$ cat src/rtl/pipe_ctrl_unit_if.sv
// Control-path bus of pipe_ctrl_unit: ID-stage instruction fields and pipeline
// control inputs, plus the control bundles carried by the ID/EX, EX/MEM and MEM/WB
// registers and the hazard/diagnostic outputs.
interface pipe_ctrl_unit_if #(
  parameter int REG_AW = 5,
  parameter int CNT_W  = 16
);
  logic              en;
  logic [5:0]        opc_id;
  logic [REG_AW-1:0] rs_id;
  logic [REG_AW-1:0] rt_id;
  logic              flush;
  logic [1:0]        ex_wb;
  logic [2:0]        ex_m;
  logic [3:0]        ex_ex;
  logic [REG_AW-1:0] ex_rt;
  logic [1:0]        mem_wb;
  logic [2:0]        mem_m;
  logic [1:0]        wb_wb;
  logic              stall;
  logic              illegal_id;
  logic [CNT_W-1:0]  stall_cnt;

  modport master (
    output en, opc_id, rs_id, rt_id, flush,
    input  ex_wb, ex_m, ex_ex, ex_rt, mem_wb, mem_m, wb_wb, stall, illegal_id, stall_cnt
  );

  modport slave (
    input  en, opc_id, rs_id, rt_id, flush,
    output ex_wb, ex_m, ex_ex, ex_rt, mem_wb, mem_m, wb_wb, stall, illegal_id, stall_cnt
  );
endinterface

$ cat src/rtl/pipe_ctrl_unit.sv
// Pipelined MIPS control unit. Decodes the ID opcode into WB/M/EX control bundles,
// carries them through ID/EX, EX/MEM and MEM/WB, detects load-use hazards and
// inserts bubbles on stall or branch flush, and counts stall cycles (saturating).
// Optional feature macro: PIPE_CTRL_IMM_EN adds addi (001000) and andi (001100)
// to the decoder; without it those opcodes are illegal.
module pipe_ctrl_unit #(
  parameter int REG_AW = 5,
  parameter int CNT_W  = 16
) (
  input logic            clk,
  input logic            rst_n,
  pipe_ctrl_unit_if.slave bus
);

  localparam logic [5:0] OPC_RTYPE = 6'b000000;
  localparam logic [5:0] OPC_LW    = 6'b100011;
  localparam logic [5:0] OPC_SW    = 6'b101011;
  localparam logic [5:0] OPC_BEQ   = 6'b000100;
`ifdef PIPE_CTRL_IMM_EN
  localparam logic [5:0] OPC_ADDI  = 6'b001000;
  localparam logic [5:0] OPC_ANDI  = 6'b001100;
`endif

  localparam logic [REG_AW-1:0] RT_ZERO  = {REG_AW{1'b0}};
  localparam logic [CNT_W-1:0]  CNT_MAX  = {CNT_W{1'b1}};
  localparam logic [CNT_W-1:0]  CNT_ONE  = CNT_W'(1'b1);

  // Decoder results
  logic [1:0] dec_wb_s;
  logic [2:0] dec_m_s;
  logic [3:0] dec_ex_s;
  logic       dec_uses_rt_s;
  logic       dec_illegal_s;

  // Hazard
  logic       rs_hit_s;
  logic       rt_hit_s;
  logic       stall_s;

  // Pipeline control registers
  logic [1:0]        ex_wb_r;
  logic [2:0]        ex_m_r;
  logic [3:0]        ex_ex_r;
  logic [REG_AW-1:0] ex_rt_r;
  logic [1:0]        mem_wb_r;
  logic [2:0]        mem_m_r;
  logic [1:0]        wb_wb_r;
  logic [CNT_W-1:0]  stall_cnt_r;

  // Opcode decode into {WB, M, EX} plus rt-usage and legality flags
  always_comb begin
    dec_wb_s      = 2'b00;
    dec_m_s       = 3'b000;
    dec_ex_s      = 4'b0000;
    dec_uses_rt_s = 1'b0;
    dec_illegal_s = 1'b0;
    case (bus.opc_id)
      OPC_RTYPE: begin
        dec_wb_s      = 2'b01;
        dec_ex_s      = 4'b0101;
        dec_uses_rt_s = 1'b1;
      end
      OPC_LW: begin
        dec_wb_s      = 2'b11;
        dec_m_s       = 3'b010;
        dec_ex_s      = 4'b1000;
      end
      OPC_SW: begin
        dec_m_s       = 3'b100;
        dec_ex_s      = 4'b1000;
        dec_uses_rt_s = 1'b1;
      end
      OPC_BEQ: begin
        dec_m_s       = 3'b001;
        dec_ex_s      = 4'b0010;
        dec_uses_rt_s = 1'b1;
      end
`ifdef PIPE_CTRL_IMM_EN
      OPC_ADDI: begin
        dec_wb_s      = 2'b01;
        dec_ex_s      = 4'b1000;
      end
      OPC_ANDI: begin
        dec_wb_s      = 2'b01;
        dec_ex_s      = 4'b1110;
      end
`endif
      default: begin
        dec_illegal_s = 1'b1;
      end
    endcase
  end

  // Load-use hazard: a load in EX whose destination is read by the ID instruction
  always_comb begin
    rs_hit_s = (ex_rt_r == bus.rs_id);
    rt_hit_s = dec_uses_rt_s & (ex_rt_r == bus.rt_id);
    stall_s  = ex_m_r[1] & (ex_rt_r != RT_ZERO) & (rs_hit_s | rt_hit_s);
  end

  // Advance the ID/EX, EX/MEM and MEM/WB control registers; bubbles on stall/flush
  always_ff @(posedge clk or negedge rst_n) begin
    if (!rst_n) begin
      ex_wb_r  <= 2'b00;
      ex_m_r   <= 3'b000;
      ex_ex_r  <= 4'b0000;
      ex_rt_r  <= RT_ZERO;
      mem_wb_r <= 2'b00;
      mem_m_r  <= 3'b000;
      wb_wb_r  <= 2'b00;
    end else if (bus.en) begin
      if (stall_s | bus.flush) begin
        ex_wb_r <= 2'b00;
        ex_m_r  <= 3'b000;
        ex_ex_r <= 4'b0000;
        ex_rt_r <= RT_ZERO;
      end else begin
        ex_wb_r <= dec_wb_s;
        ex_m_r  <= dec_m_s;
        ex_ex_r <= dec_ex_s;
        ex_rt_r <= bus.rt_id;
      end
      if (bus.flush) begin
        mem_wb_r <= 2'b00;
        mem_m_r  <= 3'b000;
      end else begin
        mem_wb_r <= ex_wb_r;
        mem_m_r  <= ex_m_r;
      end
      wb_wb_r <= mem_wb_r;
    end
  end

  // Saturating count of cycles actually spent stalled (a flush overrides the stall)
  always_ff @(posedge clk or negedge rst_n) begin
    if (!rst_n) begin
      stall_cnt_r <= {CNT_W{1'b0}};
    end else if (bus.en & stall_s & ~bus.flush & (stall_cnt_r != CNT_MAX)) begin
      stall_cnt_r <= stall_cnt_r + CNT_ONE;
    end
  end

  assign bus.ex_wb      = ex_wb_r;
  assign bus.ex_m       = ex_m_r;
  assign bus.ex_ex      = ex_ex_r;
  assign bus.ex_rt      = ex_rt_r;
  assign bus.mem_wb     = mem_wb_r;
  assign bus.mem_m      = mem_m_r;
  assign bus.wb_wb      = wb_wb_r;
  assign bus.stall      = stall_s;
  assign bus.illegal_id = dec_illegal_s;
  assign bus.stall_cnt  = stall_cnt_r;

endmodule

$ cat src/flat_wrapper.sv
// flat-port wrapper written by rule: the top's interface ports become plain ports
module pipe_ctrl_unit_flat 
#(
  parameter int REG_AW = 5,
  parameter int CNT_W  = 16
)
  (clk, rst_n, bus_en, bus_opc_id, bus_rs_id, bus_rt_id, bus_flush, bus_ex_wb, bus_ex_m, bus_ex_ex, bus_ex_rt, bus_mem_wb, bus_mem_m, bus_wb_wb, bus_stall, bus_illegal_id, bus_stall_cnt);
  pipe_ctrl_unit_if #(.REG_AW(REG_AW), .CNT_W(CNT_W)) bus_i ();
  input logic clk;
  input logic rst_n;
  input wire logic [$bits(bus_i.en)-1:0] bus_en;
  input wire logic [$bits(bus_i.opc_id)-1:0] bus_opc_id;
  input wire logic [$bits(bus_i.rs_id)-1:0] bus_rs_id;
  input wire logic [$bits(bus_i.rt_id)-1:0] bus_rt_id;
  input wire logic [$bits(bus_i.flush)-1:0] bus_flush;
  output wire logic [$bits(bus_i.ex_wb)-1:0] bus_ex_wb;
  output wire logic [$bits(bus_i.ex_m)-1:0] bus_ex_m;
  output wire logic [$bits(bus_i.ex_ex)-1:0] bus_ex_ex;
  output wire logic [$bits(bus_i.ex_rt)-1:0] bus_ex_rt;
  output wire logic [$bits(bus_i.mem_wb)-1:0] bus_mem_wb;
  output wire logic [$bits(bus_i.mem_m)-1:0] bus_mem_m;
  output wire logic [$bits(bus_i.wb_wb)-1:0] bus_wb_wb;
  output wire logic [$bits(bus_i.stall)-1:0] bus_stall;
  output wire logic [$bits(bus_i.illegal_id)-1:0] bus_illegal_id;
  output wire logic [$bits(bus_i.stall_cnt)-1:0] bus_stall_cnt;
  assign bus_i.en = bus_en;
  assign bus_i.opc_id = bus_opc_id;
  assign bus_i.rs_id = bus_rs_id;
  assign bus_i.rt_id = bus_rt_id;
  assign bus_i.flush = bus_flush;
  assign bus_ex_wb = bus_i.ex_wb;
  assign bus_ex_m = bus_i.ex_m;
  assign bus_ex_ex = bus_i.ex_ex;
  assign bus_ex_rt = bus_i.ex_rt;
  assign bus_mem_wb = bus_i.mem_wb;
  assign bus_mem_m = bus_i.mem_m;
  assign bus_wb_wb = bus_i.wb_wb;
  assign bus_stall = bus_i.stall;
  assign bus_illegal_id = bus_i.illegal_id;
  assign bus_stall_cnt = bus_i.stall_cnt;
  pipe_ctrl_unit #(.REG_AW(REG_AW), .CNT_W(CNT_W)) u_core (.clk(clk), .rst_n(rst_n), .bus(bus_i));
endmodule
$ cat config.mk
export PLATFORM = sky130hd
export DESIGN_NAME = pipe_ctrl_unit_flat
export DESIGN_NICKNAME = d
export VERILOG_FILES = /design/src/rtl/pipe_ctrl_unit_if.sv /design/src/rtl/pipe_ctrl_unit.sv /design/src/flat_wrapper.sv
export SDC_FILE = /design/constraint.sdc
export NUM_CORES = 1
export LEC_CHECK = 0
export CAP_MARGIN = 15
export CORE_MARGIN = 4
export CORE_UTILIZATION = 45
export DETAILED_ROUTE_END_ITERATION = 10
export PLACE_DENSITY_LB_ADDON = 0.25
export SLEW_MARGIN = 0
export SYNTH_ARGS = -nofsm -noshare
export SYNTH_HDL_FRONTEND = slang
export SYNTH_SLANG_ARGS = --single-unit
$ cat constraint.sdc
create_clock -name clk -period 3 [get_ports clk]
set_input_delay 0.3 -clock clk [delete_from_list [all_inputs] [get_ports clk]]
set_output_delay 0.3 -clock clk [all_outputs]
set_load 0.05 [all_outputs]
### After elaboration in Yosys (flattened, before gate mapping)

Index checks and enable logic that the tools add are counted.

| word-level totals | value |
|---|---|
| logic and storage cells | 40 |
| register bits after elaboration | 37 |
| input port bits | 20 |
| output and inout bits | 39 |

| cells by class | value |
|---|---|
| eq/ne operators | 6 |
| bitwise gates (word level) | 9 |
| $add $sub $neg | 1 |
| reductions and logical operators | 5 |
| muxes and demuxes | 11 |

Operators with widths:

| kind | number |
|---|---|
| 16-bit by 1-bit adder with 16-bit output (second input constant) | 1 |
| 16-bit != test (second input constant) | 1 |
| 6-bit == test (second input constant) | 2 |
| 4-bit one-hot mux with 3 select lines | 1 |
| 5-bit == test | 2 |
| 3-bit one-hot mux with 3 select lines | 1 |
| 1-bit bitwise AND | 6 |
| 6-bit by 3-bit == test with 1-bit output (second input constant) | 1 |
| 6-bit logical NOT | 1 |
| 3-bit two-way mux | 2 |
| 5-bit two-way mux | 1 |
| 5-bit nonzero test | 1 |
| 2-bit two-way mux | 2 |
| 4-bit two-way mux | 1 |
| 2-bit one-hot mux with 2 select lines | 1 |
| 4-bit OR reduction | 1 |
| 3-bit OR reduction | 1 |
| 1-bit two-way mux | 2 |
| 1-bit OR | 2 |
| 2-bit OR reduction | 1 |
| 1-bit inverter | 1 |

### Logic depth before layout (Yosys ltp)

Gate-level depths: netlist of the first run.

| depth | value |
|---|---|
| depth in word-level cells | 9 |
| gate-level depth with buffers | 7 |
| mapped depth without buffers | 7 |

### Least setup slack after synthesis of the first run

No wires, ideal clock.

| timing | value |
|---|---|
| path kind | register -> register |
| start point | register u_core.ex_rt_r[3] (netlist: u_core.bus.ex_rt[3]) |
| end point | register u_core.stall_cnt_r[8] (netlist: u_core.bus.stall_cnt[8]) |
| library setup time | 0.142 ns |
| clock period less this slack | 2.410 ns |
| data arrival time | 2.268 ns |
| stages on the path, launching flop included | 7 |
| data required time | 2.858 ns |
| buffers on the path | 0 |
| setup slack | 0.590 ns |
| path through | dfrtp_1 -> xor2_1 -> or4_4 -> or4_1 -> o31ai_2 -> nand4_2 -> xnor2_1 |

| on the way | value |
|---|---|
| longest elaborated chain between the ends | 7 |
| elaborated cells between the ends (all ways) | 10 |
| those cells by class | 2 x eq/ne; 7 x bitwise; 1 x reduce/logical |

RTL lines:

| what | RTL line | text |
|---|---|---|
| start: declaration | pipe_ctrl_unit.sv:44 | `logic [REG_AW-1:0] ex_rt_r;` |
| start signal: assignment | pipe_ctrl_unit.sv:121 | `ex_rt_r <= bus.rt_id;` |
| 5-bit == test | pipe_ctrl_unit.sv:97 | `rt_hit_s = dec_uses_rt_s & (ex_rt_r == bus.rt_id);` |
| 1-bit bitwise AND | pipe_ctrl_unit.sv:97 |  |
| 1-bit OR | pipe_ctrl_unit.sv:98 | `stall_s = ex_m_r[1] & (ex_rt_r != RT_ZERO) & (rs_hit_s \| rt_hit_s);` |
| 1-bit bitwise AND (*) | pipe_ctrl_unit.sv:98 |  |
| 1-bit bitwise AND (*) (3 in a row) | pipe_ctrl_unit.sv:138 | `end else if (bus.en & stall_s & ~bus.flush & (stall_cnt_r != CNT_MAX)) begin` |
| end signal: assignment | pipe_ctrl_unit.sv:137 | `stall_cnt_r <= {CNT_W{1'b0}};` |
| end signal: assignment | pipe_ctrl_unit.sv:139 | `stall_cnt_r <= stall_cnt_r + CNT_ONE;` |
| end: declaration | pipe_ctrl_unit.sv:48 | `logic [CNT_W-1:0] stall_cnt_r;` |

Every way passes the cells marked *; elsewhere a longest branch is shown, timed or not.
A chain may end at the register's enable or synchronous reset.

### Worst setup path in the final report of the first run

| timing | value |
|---|---|
| start point | register u_core.ex_rt_r[3] (netlist: u_core.bus.ex_rt[3]) |
| end point | output bus_stall |

| on the way | value |
|---|---|
| longest elaborated chain between the ends | 4 |
| elaborated cells between the ends (all ways) | 7 |
| those cells by class | 2 x eq/ne; 4 x bitwise; 1 x reduce/logical |

RTL lines:

| what | RTL line | text |
|---|---|---|
| 5-bit == test | pipe_ctrl_unit.sv:97 |  |
| 1-bit bitwise AND | pipe_ctrl_unit.sv:97 |  |
| 1-bit OR | pipe_ctrl_unit.sv:98 |  |
| 1-bit bitwise AND (*) | pipe_ctrl_unit.sv:98 |  |
| end: declaration | flat_wrapper.sv:23 | `output wire logic [$bits(bus_i.stall)-1:0] bus_stall;` |

Marks and branches as above.

==> qor.txt, run 1 <==
placed instance count = 260
WP data required = 2.70 ns
fin cells = 267
most used flip-flop cell after synthesis = dfrtp_1
largest family of logic cells by synthesized area = simple AND/OR/NAND/NOR gates
die height = 69.8 µm
Synth top cells by count = dfrtp_1, xnor2_1, nand3_1
clock power share = 0.356
Critical Path End Type = primary output
FFs w/ async S/R, synth = 1.00
Reg power frac = 0.514
XOR/XNOR Fraction of Synth Area = 0.128
Synth Area in Adders = 0.00729
gr ovfl total = 0
Critical Path Fanout Max = 5
total power = 0.000951 W
area post-placement = 2350 µm²
crit path DAT = 2.21 ns
drt initial violations = 86
Setup CP Type = flip-flop to primary output
MaxCap Viol Count = 0
Post-Route Utilization = 0.665
Port Buffer Count = 58
Slew Limit Fails = 0
Mapped Area = 1720 µm²
# nets final = 240
Yosys cell types = 38
final hold vios = 0
CTS H-tree depth = 2
top-count cell post-synth = dfrtp_1
Sw Ratio = 0.248
final instance area = 2430 µm²
routed vias/inst = 5.25
largest net degree at the start of global routing = 36
P_int = 0.000715 W
logic gate share of total power = 0.129
layout cell share with drive strength beyond 1 = 0.0868
worst r2r path cells = 6
final wirelength = 3890 µm
WL/cell = 14.6 µm
number of setup buffers added after CTS = 0
global-route usage over all layers = 0.168
reg-to-reg endpoint = u_core.bus.ex_ex[1]
Final Critical Period = 2.51 ns
# DRC = 0
Syn Inst Count = 157
Routed Antenna Nets = 0
switching power of the nets = 0.000236 W
vias = 1401
global-route wire length before repair = 6730 µm
Lkg Pwr = 1.10 nW
period utilization = 0.836
area share of the largest cell type after synthesis = 0.510
Area Growth Syn to Fin = 41.8%
die area = 4870 µm²
Seq cells post-synth = 35
worst r2r src = u_core.bus.ex_rt[3]
Max-slew headroom = 0.650
Simple-Gate Fraction of Synth Area = 0.172
placed wire-length estimate = 3020 µm
Hold Buf Count CTS = 0
ant diodes = 0
Synth area leader = dfrtp_1
Cell Pwr Density = 391 nW/µm²
Reg2Reg Setup Slack = 0.70 ns
EDFF count, synth = 0
final estimated routing congestion in global placement = 0.841
vias in the first global route = 1429
Worst-path clk slew = 0.07 ns
Initial Util = 0.469
initial antenna violation count = 0
Clock Latency Late Sink = 0.28 ns
compound-cell area share of the yosys netlist = 0.125
Peak VDD IR = 0.302 mV
I/O Pins = 59
synth warn = 0
DR pass1 iterations = 4
worst hold path type = primary input to asynchronous set/reset pin
final setup fails = 0
synth top area cells = dfrtp_1, xnor2_1, a22o_1, xor2_1, nand3_1
setup TNS = 0 ns
Core ar. = 3660 µm²
status = completed
post-CTS sizing = 0
Max Fclk = 399 MHz
clk buf depth = 2
CTS buffer count = 5
CTS Sinks = 35
Seq/Total Area, Yosys = 0.510
clock skew = 0.00941 ns
row count = 22
Slew @ Worst Pin = 0.522 ns
CP Launch Type = flip-flop
RSZ-0062 raised after global routing = no
CTS tree = yes
Mean Syn Cell Area = 10.9 µm²
post-synthesis net count = 178
multiplexer share of the synthesized area = 0.0197
Root Driver = clkbuf_8
die extent in x = 69.8 µm
-- final cells by class --
class / instances / area [µm²]
fill: 296 / 1230
multi-input combinational: 109 / 776
clock inverter: 1 / 5.00
sequential: 35 / 876
tap: 48 / 60.1
inverter: 8 / 30.0
clock buffer: 6 / 82.6
timing repair buffer: 60 / 606
-- state kept, by name, indices dropped and copies added, names as in the netlist --
| register | cells |
|---|---|
| u_core.bus.mem_wb | 2 |
| u_core.bus.stall_cnt | 16 |
| u_core.bus.wb_wb | 2 |
| u_core.bus.ex_ex | 3 |
| u_core.bus.ex_wb | 2 |
| u_core.bus.ex_rt | 5 |
| u_core.bus.ex_m | 2 |
| u_core.bus.mem_m | 3 |
-- critical path: stages (launching register included) --
cell	delay (ns)
dfrtp_1	0.44
xor2_1	0.18
or4_4	0.51
nor3_1	0.33
o21bai_1	0.18
inv_1	0.14
buf_12	0.14
-- worst max-delay path by stage --
stage                              startpoint                  endpoint  slack, ns  cells past startpoint
final                     u_core.bus.ex_rt[3]                 bus_stall       0.49                      6
after global routing      u_core.bus.ex_rt[3]                 bus_stall       0.38                      6
after CTS                 u_core.bus.ex_rt[3]                 bus_stall       0.49                      6
after detailed placement         bus_rt_id[3]       u_core.bus.ex_ex[1]       0.42                      7
after global placement           bus_rt_id[3]  u_core.bus.stall_cnt[14]       0.52                      7
after floorplan           u_core.bus.ex_rt[3]   u_core.bus.stall_cnt[8]       0.59                      6
-- cells in the final DEF (no fill, tap or decap), types with 3 or more instances in the layout --
cell type and count:
o2bb2ai_1 3, a22o_1 9, nor3_1 4, xnor2_1 16, clkbuf_8 6, dfrtp_1 35, and3_1 3, nor2b_1 5
inv_1 8, nand2_1 8, clkdlybuf4s50_1 57, o21ai_0 4, mux2_2 3, nor2_1 7, xor2_1 9, nand3_1 12
-- metrics by stage --
stage	setup WS, ns	hold slack [ns]
floorplan	0.590	0.00441
global placement	0.519	0.482
detailed placement	0.420	0.491
CTS	0.492	0.441
global route	0.381	0.462
finish	0.491	0.431
-- kinds of logic (layout without fill, tap and decap cells) --
group | Yosys count | in the layout
AOI/OAI and AO/OA | 27 | 27
muxes | 3 | 3
adders and majority gates | 1 | 1
buffers and inverters | 13 | 75
DFF | 35 | 35
and+or+nand+nor | 53 | 53
xor gates and xnor gates | 25 | 25
-- power by group through the flow --
stage          Combinational (W)  Clock (W)  Sequential, W
3_5_place_dp            0.000124          0       0.000498
6_report                0.000123   0.000339       0.000489
5_1_grt                 0.000133   0.000365       0.000490
4_1_cts                 0.000125   0.000347       0.000489
2_1_floorplan          0.0000408          0       0.000520
3_3_place_gp            0.000123          0       0.000497
-- per-layer routing --
layer | share of wire | vias to the layer above | track usage
met1 | 0.44 | 664 | 0.216
met5 | 0 | - | 0
li1 | - | 681 | -
met2 | 0.49 | 52 | 0.273
met3 | 0.061 | 4 | 0.0551
met4 | 0.0080 | 0 | 0.0426
Power figures use the tool's default switching activity.
==> run 2, diff against run 1 <==
clock period = 2.35 ns   (was 3 ns; I/O delays follow)
==> run 2 against run 1 <==
Net effect:
- clock skew decreased by 0.0042 ns
- flip-flop and latch count unchanged
- largest power group unchanged
- combinational power increased by 45%
- via count increased by 3.6%
==> qor.txt, run 2 (synthesis results as in run 1) <==
layout cell share with drive strength beyond 1 = 0.164
# DRC = 0
final wirelength = 4090 µm
drt initial violations = 45
Max-slew headroom = 0.657
period utilization = 0.971
die height = 69.8 µm
vias in the first global route = 1463
Final Critical Period = 2.28 ns
# nets final = 252
worst r2r path cells = 6
Lkg Pwr = 1.16 nW
worst r2r src = u_core.bus.ex_rt[3]
FF/Latch Area = 881 µm²
Area Growth Syn to Fin = 48.3%
delay of the slowest cell on the worst path = 0.69 ns
routed vias/inst = 5.18
CTS H-tree depth = 2
Reg2Reg Setup Slack = 0.13 ns
reg-to-reg endpoint = u_core.bus.stall_cnt[14]
MaxCap Viol Count = 0
hold_ws = 0.361 ns
CP Launch Type = flip-flop
Hold Buf Count CTS = 0
clock skew = 0.00518 ns
Setup CP Type = flip-flop to primary output
Cell Pwr Density = 486 nW/µm²
Post-Route Utilization = 0.695
global-route usage over all layers = 0.177
crit path from = u_core.bus.ex_rt[1]
Routed Antenna Nets = 0
Peak VDD IR = 0.335 mV
WP data required = 2.12 ns
Critical Path End Type = primary output
largest net degree at the start of global routing = 36
I/O Pins = 59
CTS buffer count = 5
Port Buffer Count = 58
status = completed
CTS Sinks = 35
vias = 1451
Initial Util = 0.469
RSZ-0062 raised after global routing = no
row count = 22
final hold vios = 0
footprint of the multi-input gates = 791 µm²
placed wire-length estimate = 3210 µm
crit path DAT = 2.05 ns
ant diodes = 0
most frequent cells in the layout = clkdlybuf4s50_1, dfrtp_1, xnor2_1
final setup fails = 0
slowest CP cell = or4_2
clk buf depth = 2
Worst-path clk slew = 0.07 ns
fillers = 303
CTS tree = yes
commonest non-fill, non-tap cell in the layout = clkdlybuf4s50_1
die extent in x = 69.8 µm
Max Fclk = 438 MHz
DR pass1 iterations = 4
Critical Path Fanout Max = 5
worst hold path type = primary input to asynchronous set/reset pin
initial antenna violation count = 0
global-route wire length before repair = 6990 µm
final estimated routing congestion in global placement = 0.877
Slew @ Worst Pin = 0.513 ns
die area = 4870 µm²
Core ar. = 3660 µm²
Clock Latency Late Sink = 0.28 ns
Slew Limit Fails = 0
WL/cell = 14.6 µm
Root Driver = clkbuf_8
max reg flops = 16
crit-path cells = or4_2 -> o21ai_2 -> o21bai_1 -> buf_4 -> inv_1 -> buf_12
gr ovfl total = 0
## run 2: cell count changes in the layout (fill, tap and decap cells not counted)
cell,before,now
buf_4,2,15
clkbuf_1,0,1
clkdlybuf4s50_1,57,56
dfrtp_1,35,31
dfrtp_2,0,4
nor3_1,4,3
nor3_4,0,1
o21ai_0,4,3
o21ai_2,0,1
## run 2: per-layer routing
metal,vias up,part of all wire,GRT usage
met5,-,0,0
met4,0,0.013,0.0511
met3,6,0.053,0.0536
met2,36,0.51,0.291
met1,704,0.43,0.225
li1,705,-,-
## run 2: worst max path at each step
| stage | slack (ns) | cells after the start | endpoint |
|---|---|---|---|
| floorplan | 0.009 | 6 | u_core.bus.stall_cnt[1] |
| finish | 0.07 | 6 | bus_stall |
| CTS | 0.003 | 7 | bus_stall |
| global placement | -0.06 | 7 | u_core.bus.stall_cnt[1] |
| detailed placement | -0.12 | 7 | u_core.bus.stall_cnt[1] |
| global route | 0.005 | 6 | bus_stall |
## run 2: stage by stage
| stage | total power [W] | setup TNS (ns) | instances | setup slack (ns) | instance area (µm²) |
|---|---|---|---|---|---|
| 5_1_grt | 0.00129 | 0 | 280 | 0.00523 | 2550 |
| 4_1_cts | 0.00124 | 0 | 277 | 0.00309 | 2510 |
| 3_5_place_dp | 0.000805 | -1.20 | 269 | -0.121 | 2420 |
| 2_1_floorplan | 0.000716 | 0 | 157 | 0.00872 | 1720 |
| 6_report | 0.00124 | 0 | 280 | 0.0683 | 2550 |
| 3_3_place_gp | 0.000801 | -0.427 | 269 | -0.0575 | 2420 |
## run 2: final cells by class
class | count | share of cell area
sequential | 35 | 0.346
multi-input combinational | 109 | 0.311
timing repair buffer | 72 | 0.272
clock buffer | 7 | 0.0339
tap | 48 | 0.0236
inverter | 8 | 0.0118
clock inverter | 1 | 0.00197
## run 2: repair_timing
action	in CTS	in global routing
setup buffers	0	3
endpoints found under the setup margin	1	1
pin swaps	0	1
gates resized for setup	2	3
## run 2: critical path, delay by kind of cell (launching register included)
kind            cells  cell delay, ns
compound gates      2            0.30
buf+inv             3            0.33
flops               1            0.44
simple gates        1            0.69
## run 2: power by group
group	total, W	internal [W]	switching, W
logic	0.000178	0.0000847	0.0000936
registers	0.000624	0.000612	0.0000119
clock network	0.000436	0.000236	0.000200
total	0.00124	0.000932	0.000305
==> run 3, diff against run 2 <==
ABC_AREA = 0   (was not set)
==> results of run 3 <==
The final DEF is identical to that of run 2; final timing and power are the same.
